[config.mk]
export PLATFORM = sky130hd
export DESIGN_NAME = ro_pair_counter
export DESIGN_NICKNAME = d
export VERILOG_FILES = /design/src/rtl/ro_pair_counter.sv
export SDC_FILE = /design/constraint.sdc
export NUM_CORES = 1
export LEC_CHECK = 0
export ABC_AREA = 1
export CAP_MARGIN = 0
export CORE_MARGIN = 3
export CORE_UTILIZATION = 30
export DETAILED_ROUTE_END_ITERATION = 7
export PLACE_DENSITY_LB_ADDON = 0.12
export RECOVER_POWER = 50
export SYNTH_ARGS = -nofsm -noshare
export SYNTH_HDL_FRONTEND = slang
export SYNTH_SLANG_ARGS = --single-unit
[constraint.sdc]
create_clock -name clk -period 3.4 [get_ports clk]
set_clock_uncertainty 0.05 [all_clocks]
set_input_delay 0.34 -clock clk [delete_from_list [all_inputs] [get_ports clk]]
set_output_delay 0.34 -clock clk [all_outputs]
set_load 0.02 [all_outputs]
[src/rtl/ro_pair_counter.sv]
// Ring-oscillator pair counter: counts rising edges of two asynchronous oscillators
// over a fixed clk window (or until the downstream limit flag) and latches a PUF response bit.
module ro_pair_counter #(
    parameter int WINDOW = 1000000,
    parameter int CW     = 32
) (
    input  logic          clk,
    input  logic          rst,
    input  logic          start,
    input  logic          ro_a,
    input  logic          ro_b,
    input  logic          cnt_max,
    output logic [31:0]   cnt_live,
    output logic          busy,
    output logic          done,
    output logic [CW-1:0] cnt_a,
    output logic [CW-1:0] cnt_b,
    output logic          response,
    output logic          tie,
    output logic          early
);

    localparam int WW = (WINDOW > 1) ? $clog2(WINDOW) : 1;
    localparam logic [WW-1:0] WIN_LAST = WW'(WINDOW - 1);

    typedef enum logic [1:0] {
        S_IDLE,
        S_RUN,
        S_DONE
    } state_t;

    state_t state_reg, state_next;

    // Index 0 is oscillator A, index 1 is oscillator B.
    logic [1:0] ro_vec;
    logic [1:0] sync1_reg, sync2_reg, hist_reg;
    logic [1:0] edge_det;

    logic [1:0][CW-1:0] cnt_reg, cnt_next;
    logic [WW-1:0]      win_reg, win_next;
    logic               run_exit;

    logic [CW-1:0] cnt_a_reg, cnt_b_reg;
    logic          response_reg, tie_reg, early_reg;

    assign ro_vec   = {ro_b, ro_a};
    assign edge_det = sync2_reg & ~hist_reg;

    always_ff @(posedge clk) begin
        if (rst) begin
            sync1_reg <= '0;
            sync2_reg <= '0;
            hist_reg  <= '0;
        end else begin
            sync1_reg <= ro_vec;
            sync2_reg <= sync1_reg;
            hist_reg  <= sync2_reg;
        end
    end

    assign run_exit = (state_reg == S_RUN) && ((win_reg == WIN_LAST) || cnt_max);

    always_comb begin
        state_next = state_reg;
        case (state_reg)
            S_IDLE:  if (start) state_next = S_RUN;
            S_RUN:   if (run_exit) state_next = S_DONE;
            S_DONE:  state_next = S_IDLE;
            default: state_next = S_IDLE;
        endcase
    end

    // Edge counters saturate instead of wrapping; an edge in the exit cycle still counts.
    always_comb begin
        cnt_next = cnt_reg;
        win_next = win_reg;
        if (state_reg == S_IDLE && start) begin
            cnt_next = '0;
            win_next = '0;
        end else if (state_reg == S_RUN) begin
            win_next = win_reg + 1'b1;
            for (int i = 0; i < 2; i++) begin
                if (edge_det[i] && (cnt_reg[i] != {CW{1'b1}}))
                    cnt_next[i] = cnt_reg[i] + 1'b1;
            end
        end
    end

    always_ff @(posedge clk) begin
        if (rst) begin
            state_reg <= S_IDLE;
            cnt_reg   <= '0;
            win_reg   <= '0;
        end else begin
            state_reg <= state_next;
            cnt_reg   <= cnt_next;
            win_reg   <= win_next;
        end
    end

    // Results are captured from the post-increment counts so they appear with done.
    always_ff @(posedge clk) begin
        if (rst) begin
            cnt_a_reg    <= '0;
            cnt_b_reg    <= '0;
            response_reg <= 1'b0;
            tie_reg      <= 1'b0;
            early_reg    <= 1'b0;
        end else if (run_exit) begin
            cnt_a_reg    <= cnt_next[0];
            cnt_b_reg    <= cnt_next[1];
            response_reg <= (cnt_next[0] > cnt_next[1]);
            tie_reg      <= (cnt_next[0] == cnt_next[1]);
            early_reg    <= cnt_max;
        end
    end

    generate
        if (CW >= 32) begin : g_live_trunc
            assign cnt_live = cnt_reg[0][31:0];
        end else begin : g_live_ext
            assign cnt_live = {{(32 - CW){1'b0}}, cnt_reg[0]};
        end
    endgenerate

    assign busy     = (state_reg == S_RUN);
    assign done     = (state_reg == S_DONE);
    assign cnt_a    = cnt_a_reg;
    assign cnt_b    = cnt_b_reg;
    assign response = response_reg;
    assign tie      = tie_reg;
    assign early    = early_reg;

endmodule

==> key figures, run 1 <==
Run status
  – Status: completed

Timing
  – Final Setup Violations: 0
  – Fin crit period: 3.15 ns
  – Maximum clock frequency: 318 MHz
  – Worst slew margin: 39.8%
  – Pins Over Slew Limit: 0
  – RSZ-0062 raised after global routing: false
  – Fin crit share: 92.6%
  – Aggregate negative setup slack: 0 ns
  – Worst Max-Slew Pin Slew: 0.903 ns
  – Final Hold Violating Endpoints: 0
  – Setup ws final: 0.253 ns

Yosys
  – Register area share after synthesis: 36.4%
  – Synth area leaders: dfxtp_1 (36%), nand2_1 (9.2%), nor2_1 (7.2%)
  – Most numerous cell in the Yosys netlist: nand2_1
  – Post-synth top cells: nand2_1 (214), nor2_1 (167), dfxtp_1 (159)
  – Yosys warnings: 0
  – Synth cell types: 42
  – Asr flop ratio synth: 0%
  – Synthesized cell area: 8760 um2
  – Top FF cell, synth: dfxtp_1
  – Cell accounting for the most synthesized area: dfxtp_1
  – Top cell type's share of synthesized area: 36.4%
  – Post-synth EDFFs: 0
  – Synthesized instance count: 1230
  – Syn_nets: 1271
  – Flip-flop and latch count after synthesis: 159
  – Avg Inst Size Synth: 7.12 um2

Global routing
  – Initial antenna violation count: 0
  – Total gr overflow: 0
  – Number of global-route vias before repair: 7547
  – Gr usage total: 17.1%
  – Pin count of the biggest net entering global routing: 75
  – First-pass GRT wire length: 42000 um

Detailed routing
  – 1st-pass router iterations: 5
  – Post-route DRC: 0
  – Via count: 8051
  – Max layer used: met4
  – Initial DRC Count: 520
  – Routed length per placed instance: 15.3 um
  – Final WL: 26200 um
  – Met1 wire length: 13200 um
  – WL met2: 11400 um
  – Final ANT Viol Nets: 0
  – DR vias/cell: 4.71
  – Metal3 WL: 1180 um

Worst setup path
  – CP max stage cell: dfxtp_1
  – Req. time, crit path: 3.62 ns
  – Critical-path cell list: ha_2 -> nand3_1 -> inv_2 -> nand2_4 -> nor2_8 -> nand2_4 -> nand3_4 -> buf_12 -> nor2_1 -> nand2_1 -> nand3_1 -> ha_1 -> nand2_1 -> inv_1 -> nand3_1 -> nor2_1 -> nand3_1 -> nor3_1 -> nor2_1 -> nand2_1 -> a21oi_1
  – CP max FO: 7
  – Most used cell, CP: nand3_1
  – Kind of critical path: register to register
  – Critical path capture point type: register
  – CP delay by family, top: simple AND/OR/NAND/NOR gates
  – Arrival time worst endpoint: 3.36 ns
  – Worst Setup Start Kind: register
  – Slowest stage delay, CP: 0.39 ns
  – Critical path buffers and inverters: 3

Cells and area
  – Fraction of layout cells with a size suffix above 1: 12.3%
  – Final nets: 1358
  – N_diodes: 0
  – FILL cells: 3019
  – Area Overhead vs Synth: 23.2%

Floorplan
  – Die width: 177 um
  – Starting density of the core: 31.0%
  – Core Box Area: 28200 um2
  – I/O pins: 107
  – Die area: 31300 um2
  – Num rows: 61
  – Die span in y: 177 um

Place
  – Worst slack at placement: 0.141 ns
  – PortBufs: 106
  – GP Congestion: 0.879
  – HPWL after DPL: 19400 um

CTS
  – Hold-fix buffers, CTS: 0
  – CTS tree: built
  – Worst-skew pair later-pin latency: 0.43 ns
  – CTS sink count: 159
  – Root buf cell: clkbuf_16
  – CTS HTree Levels: 4
  – Max clock buf depth: 2
  – TritonCTS Buffers: 17
  – Clk slew on worst S/H paths: 0.07 ns

Power and ir drop
  – Overall power: 4.23 mW
  – Cell leakage power: 4.67 nW
  – VDD IR-drop max: 0.293 mV
  – P per Cell Area: 392 nW/um2

Flow run
  – Max-capacitance violation count: 0

Hold path
  – Type of the worst min-delay path: input pin to register
==> report_power, final <==
part	total, mW	switching, mW	internal [mW]	leakage (nW)
logic	0.327	0.215	0.112	3.10
clock network	1.97	0.862	1.11	0.287
registers	1.94	0.0258	1.91	1.29
total	4.23	1.10	3.13	4.67
==> cell type report <==
cell class / instances / area, um2 / share of cell area [%]
clock inverters: 15 / 179 / 1.66
inverters: 152 / 577 / 5.35
repair buffers: 144 / 1380 / 12.8
clock buffers: 17 / 425 / 3.94
flip-flops and latches: 159 / 3190 / 29.5
well taps: 378 / 473 / 4.38
multi-input cells: 843 / 4570 / 42.4
==> cells by family (layout without fill, tap and decap cells) <==
| logic type | count (synthesis) | after routing | share of synthesized area (%) |
|---|---|---|---|
| flip-flops | 159 | 159 | 36.4 |
| AND/OR/NAND/NOR | 592 | 594 | 33.4 |
| adder cells (fa/ha/maj) | 35 | 35 | 5.00 |
| AO/OA/AOI/OAI | 212 | 212 | 13.0 |
| XOR/XNOR | 2 | 2 | 0.200 |
| buffers and inverters | 230 | 328 | 12.0 |
==> metrics by stage <==
step	hold slack (ns)	area (um2)	utilization (%)	cells
global placement	0.347	10100	35.7	1668
global route	0.371	10800	38.2	1708
CTS	0.274	10700	37.8	1700
detailed placement	0.346	10100	35.7	1668
floorplan	0.338	8760	-	1230
finish	0.350	10800	38.2	1708
==> cells in the final DEF (no fill, tap or decap), types with 3 or more instances in the layout <==
| cell type | instances |
|---|---|
| nand2_4 | 4 |
| buf_12 | 3 |
| nor2_4 | 8 |
| dlygate4sd3_1 | 99 |
| nand2_1 | 214 |
| nor2_2 | 9 |
| nor3_1 | 21 |
| o21bai_1 | 21 |
| clkbuf_16 | 17 |
| buf_4 | 35 |
| a21oi_1 | 95 |
| o21ai_0 | 82 |
| o21ai_1 | 4 |
| clkdlybuf4s50_1 | 6 |
| dfxtp_1 | 157 |
| clkinvlp_4 | 3 |
| nand4_1 | 26 |
| ha_1 | 34 |
| inv_1 | 144 |
| nor3_2 | 3 |
| inv_6 | 5 |
| nand3b_1 | 3 |
| inv_2 | 6 |
| nand3_2 | 46 |
| a21o_1 | 4 |
| nand3_1 | 82 |
| nor2_1 | 164 |
==> final timing paths <==
kind                                    from           end  slack (ns)  cells after the start
worst max register to register   cnt_reg[32]      response        0.25                     21
worst min-delay path                     rst    win_reg[8]        0.35                      4
worst min register to register  sync1_reg[1]  sync2_reg[1]        0.36                      2
worst max-delay path             cnt_reg[32]      response        0.25                     21
==> metal layers <==
metal / up-vias / GRT usage [%]
met2: 173 / 26.2
met5: - / 0
met1: 3680 / 24.4
met4: 0 / 4.65
met3: 19 / 3.20
li1: 4179 / -
==> repair_timing <==
item,CTS,global route
buffers inserted,0,6
endpoints found under the setup margin,0,2
gates resized for setup,0,12
hold endpoints to repair,0,0
==> worst min-delay path: stages <==
cell and delay (ns):
clkbuf_1 0.14, nor2_1 0.17, nand2_1 0.10, nor2_1 0.03
No activity file was read; power rests on OpenSTA's default activity.
==> inputs of run 2 (changes only) <==
--- a/config.mk
+++ b/config.mk
@@ -5,8 +5,9 @@
 export SDC_FILE = /design/constraint.sdc
 export NUM_CORES = 1
 export LEC_CHECK = 0
-export ABC_AREA = 1
 export CAP_MARGIN = 0
+export CELL_PAD_IN_SITES_DETAIL_PLACEMENT = 1
+export CELL_PAD_IN_SITES_GLOBAL_PLACEMENT = 2
 export CORE_MARGIN = 3
 export CORE_UTILIZATION = 30
 export DETAILED_ROUTE_END_ITERATION = 7
==> run 2 against run 1 <==
Net effect: the flow now finishes with violations (capacitance limit, slew limit, setup timing); worst setup slack lost 0.31 ns; first-iteration DRC count shrank 37%; sequential cell count is the same; critical endpoint unchanged; via count shrank 12%; worst hold slack gained 0.046 ns; global-route usage grew 1.3 points.
==> key figures, run 2 <==
Run status
  – Status: finished with violations
  – Failing checks: capacitance limit, slew limit, setup timing

Yosys
  – Cell accounting for the most synthesized area: dfxtp_1
  – Post-synth EDFFs: 0
  – Synthesized cell area: 7940 um2
  – Avg Inst Size Synth: 8.75 um2
  – Flip-flop and latch count after synthesis: 159
  – Top cell type's share of synthesized area: 40.1%
  – Top FF cell, synth: dfxtp_1
  – Synth cell types: 68
  – Asr flop ratio synth: 0%
  – Synth area leaders: dfxtp_1 (40%), nor2_1 (6.8%), ha_1 (5.5%)
  – Register area share after synthesis: 40.1%
  – Most numerous cell in the Yosys netlist: dfxtp_1
  – Synthesized instance count: 907
  – Post-synth top cells: dfxtp_1 (159), nor2_1 (144), nand2_1 (102)
  – Syn_nets: 948
  – Yosys warnings: 0

Timing
  – Final Hold Violating Endpoints: 0
  – Setup ws final: -0.0521 ns
  – Worst Max-Slew Pin Slew: 1.58 ns
  – Fin crit share: 102%
  – Maximum clock frequency: 290 MHz
  – Pins Over Slew Limit: 32
  – Worst slew margin: -5.21%
  – Fin crit period: 3.45 ns
  – Hold_ws: 0.396 ns
  – Final Setup Violations: 1
  – RSZ-0062 raised after global routing: true

CTS
  – Root buf cell: clkbuf_16
  – CTS sink count: 159
  – CTS tree: built
  – CTS HTree Levels: 4
  – TritonCTS Buffers: 17
  – Worst-skew pair later-pin latency: 0.44 ns
  – Max clock buf depth: 2
  – Hold-fix buffers, CTS: 0
  – Clk slew on worst S/H paths: 0.07 ns

Worst setup path
  – CP delay by family, top: simple AND/OR/NAND/NOR gates
  – WP depth: 16
  – Worst Reg-to-Reg Cells: 16
  – Worst Setup Start Kind: register
  – Critical-path cell list: nand4_1 -> buf_4 -> nor4_4 -> buf_4 -> and3_4 -> nand3_4 -> xor2_2 -> or2_4 -> ha_4 -> nand4_1 -> nor4b_4 -> buf_4 -> nand2_2 -> o31a_1 -> o21ai_1 -> a21oi_1
  – Slowest stage delay, CP: 0.34 ns
  – Most used cell, CP: buf_4
  – Req. time, crit path: 3.66 ns
  – Kind of critical path: register to register
  – R2R Setup Slk: -0.05 ns
  – Critical path buffers and inverters: 3
  – Reg-to-Reg Start: cnt_reg[57]
  – Reg2reg end: response
  – Arrival time worst endpoint: 3.71 ns
  – Crit path from: cnt_reg[57]
  – CP max FO: 3
  – Last element of the critical path: response
  – Critical path capture point type: register
  – CP max stage cell: nor4b_4

Cells and area
  – Commonest non-fill, non-tap cells in the layout: buf_4 (182), dfxtp_1 (146), nor2_1 (141)
  – Area Overhead vs Synth: 40.5%
  – Fraction of layout cells with a size suffix above 1: 29.4%
  – Final nets: 1196
  – N_diodes: 0
  – Commonest non-fill, non-tap cell in the layout: buf_4
  – Fin cells: 1498

Floorplan
  – Die width: 169 um
  – Starting density of the core: 31.0%
  – I/O pins: 107
  – Num rows: 58
  – Core Box Area: 25600 um2
  – Die span in y: 169 um
  – Die area: 28500 um2

Power and ir drop
  – NetSw: 0.962 mW
  – Cell leakage power: 4.58 nW
  – P per Cell Area: 349 nW/um2
  – Comb pwr share: 3.6%
  – Sw Ratio: 24.7%
  – Cell-internal power: 2.94 mW
  – Clock share of power: 48.3%
  – Sequential share of power: 48.1%
  – VDD IR-drop max: 0.277 mV

Global routing
  – Gr usage total: 18.3%
  – Initial antenna violation count: 0
  – First-pass GRT wire length: 41300 um
  – Number of global-route vias before repair: 7560
  – Pin count of the biggest net entering global routing: 49
  – Total gr overflow: 0

Place
  – HPWL after DPL: 19700 um
  – PortBufs: 106
  – Placed Cells: 1456
  – GP Congestion: 0.833

Detailed routing
  – Final WL: 25400 um
  – DR vias/cell: 4.75
  – Initial DRC Count: 326
  – Post-route DRC: 0
  – Via count: 7113
  – 1st-pass router iterations: 4
  – Final ANT Viol Nets: 0
  – Routed length per placed instance: 17.0 um

Hold path
  – Type of the worst min-delay path: register to register

Flow run
  – Max-capacitance violation count: 1
-- run 2: layout make-up --
class                           count  area (um2)
Timing Repair Buffer              294        2480
Clock buffer                       21         480
Sequential cell                   159        3200
Fill cell                        2994       14500
Tap cell                          330         413
Clock inverter                     11        96.3
Multi-Input combinational cell    671        4440
Inverter                           12        45.0
-- run 2: worst min-delay path, delay by kind of cell, from the launching register on --
family	cells	cell delay, ns
flops	1	0.31
compound gates	1	0.05
simple gates	1	0.05
-- run 2: per-layer routing --
metal | up-vias | routed length [um] | global-route usage [%] | part of all wire (%)
met3 | 24 | 695 | 3.32 | 2.7
li1 | 3583 | - | - | -
met4 | 0 | 341 | 4.13 | 1.3
met2 | 92 | 12200 | 31.2 | 48
met1 | 3414 | 12100 | 24.3 | 48
met5 | - | 0 | 0 | 0
-- run 2: cell families (layout without fill, tap and decap cells) --
family	after synthesis	count (layout)	synth area share, %
buf+inv	77	338	6.00
flops	159	159	40.1
compound gates	126	126	11.7
xor+xnor	70	70	8.01
fa+ha+maj	35	35	5.52
mux	3	3	0.378
simple gates	437	437	28.3
-- run 2: power by group through the flow --
stage,clock network [mW],logic [mW],registers (mW)
final,1.89,0.139,1.88
after global routing,2.03,0.156,1.88
after CTS,1.95,0.151,1.87
after detailed placement,0,0.150,1.92
after global placement,0,0.149,1.92
after floorplan,0,0.0867,1.92
-- run 2: worst min path at each step --
stage              endpoint  cells past startpoint       from  slack (ns)
2_1_floorplan   hist_reg[1]                      1        rst        0.36
3_3_place_gp      cnt_b[13]                      2  cnt_b[13]        0.39
6_report          cnt_b[23]                      2  cnt_b[23]        0.40
3_5_place_dp      cnt_b[23]                      2  cnt_b[23]        0.39
4_1_cts        sync1_reg[1]                      2       ro_b        0.40
5_1_grt        sync1_reg[1]                      2       ro_b        0.42
-- run 2: repair_timing --
action,4_1_cts,5_1_grt
pin swaps,9,20
buffers inserted,5,6
endpoints found under the hold margin,0,0
gates resized for setup,12,32
endpoints found under the setup margin,2,2
-- run 2: per-stage QoR --
| step | setup TNS, ns | setup slack [ns] | util (%) | power, mW | cell area (um2) |
|---|---|---|---|---|---|
| 2_1_floorplan | 0 | 0.150 | - | 2.01 | 7940 |
| 3_5_place_dp | -0.457 | -0.318 | 40.5 | 2.07 | 10400 |
| 6_report | -0.0521 | -0.0521 | 43.6 | 3.90 | 11200 |
| 5_1_grt | -0.342 | -0.274 | 43.6 | 4.06 | 11200 |
| 3_3_place_gp | -0.530 | -0.342 | 40.5 | 2.07 | 10400 |
| 4_1_cts | -0.172 | -0.172 | 43.0 | 3.97 | 11000 |
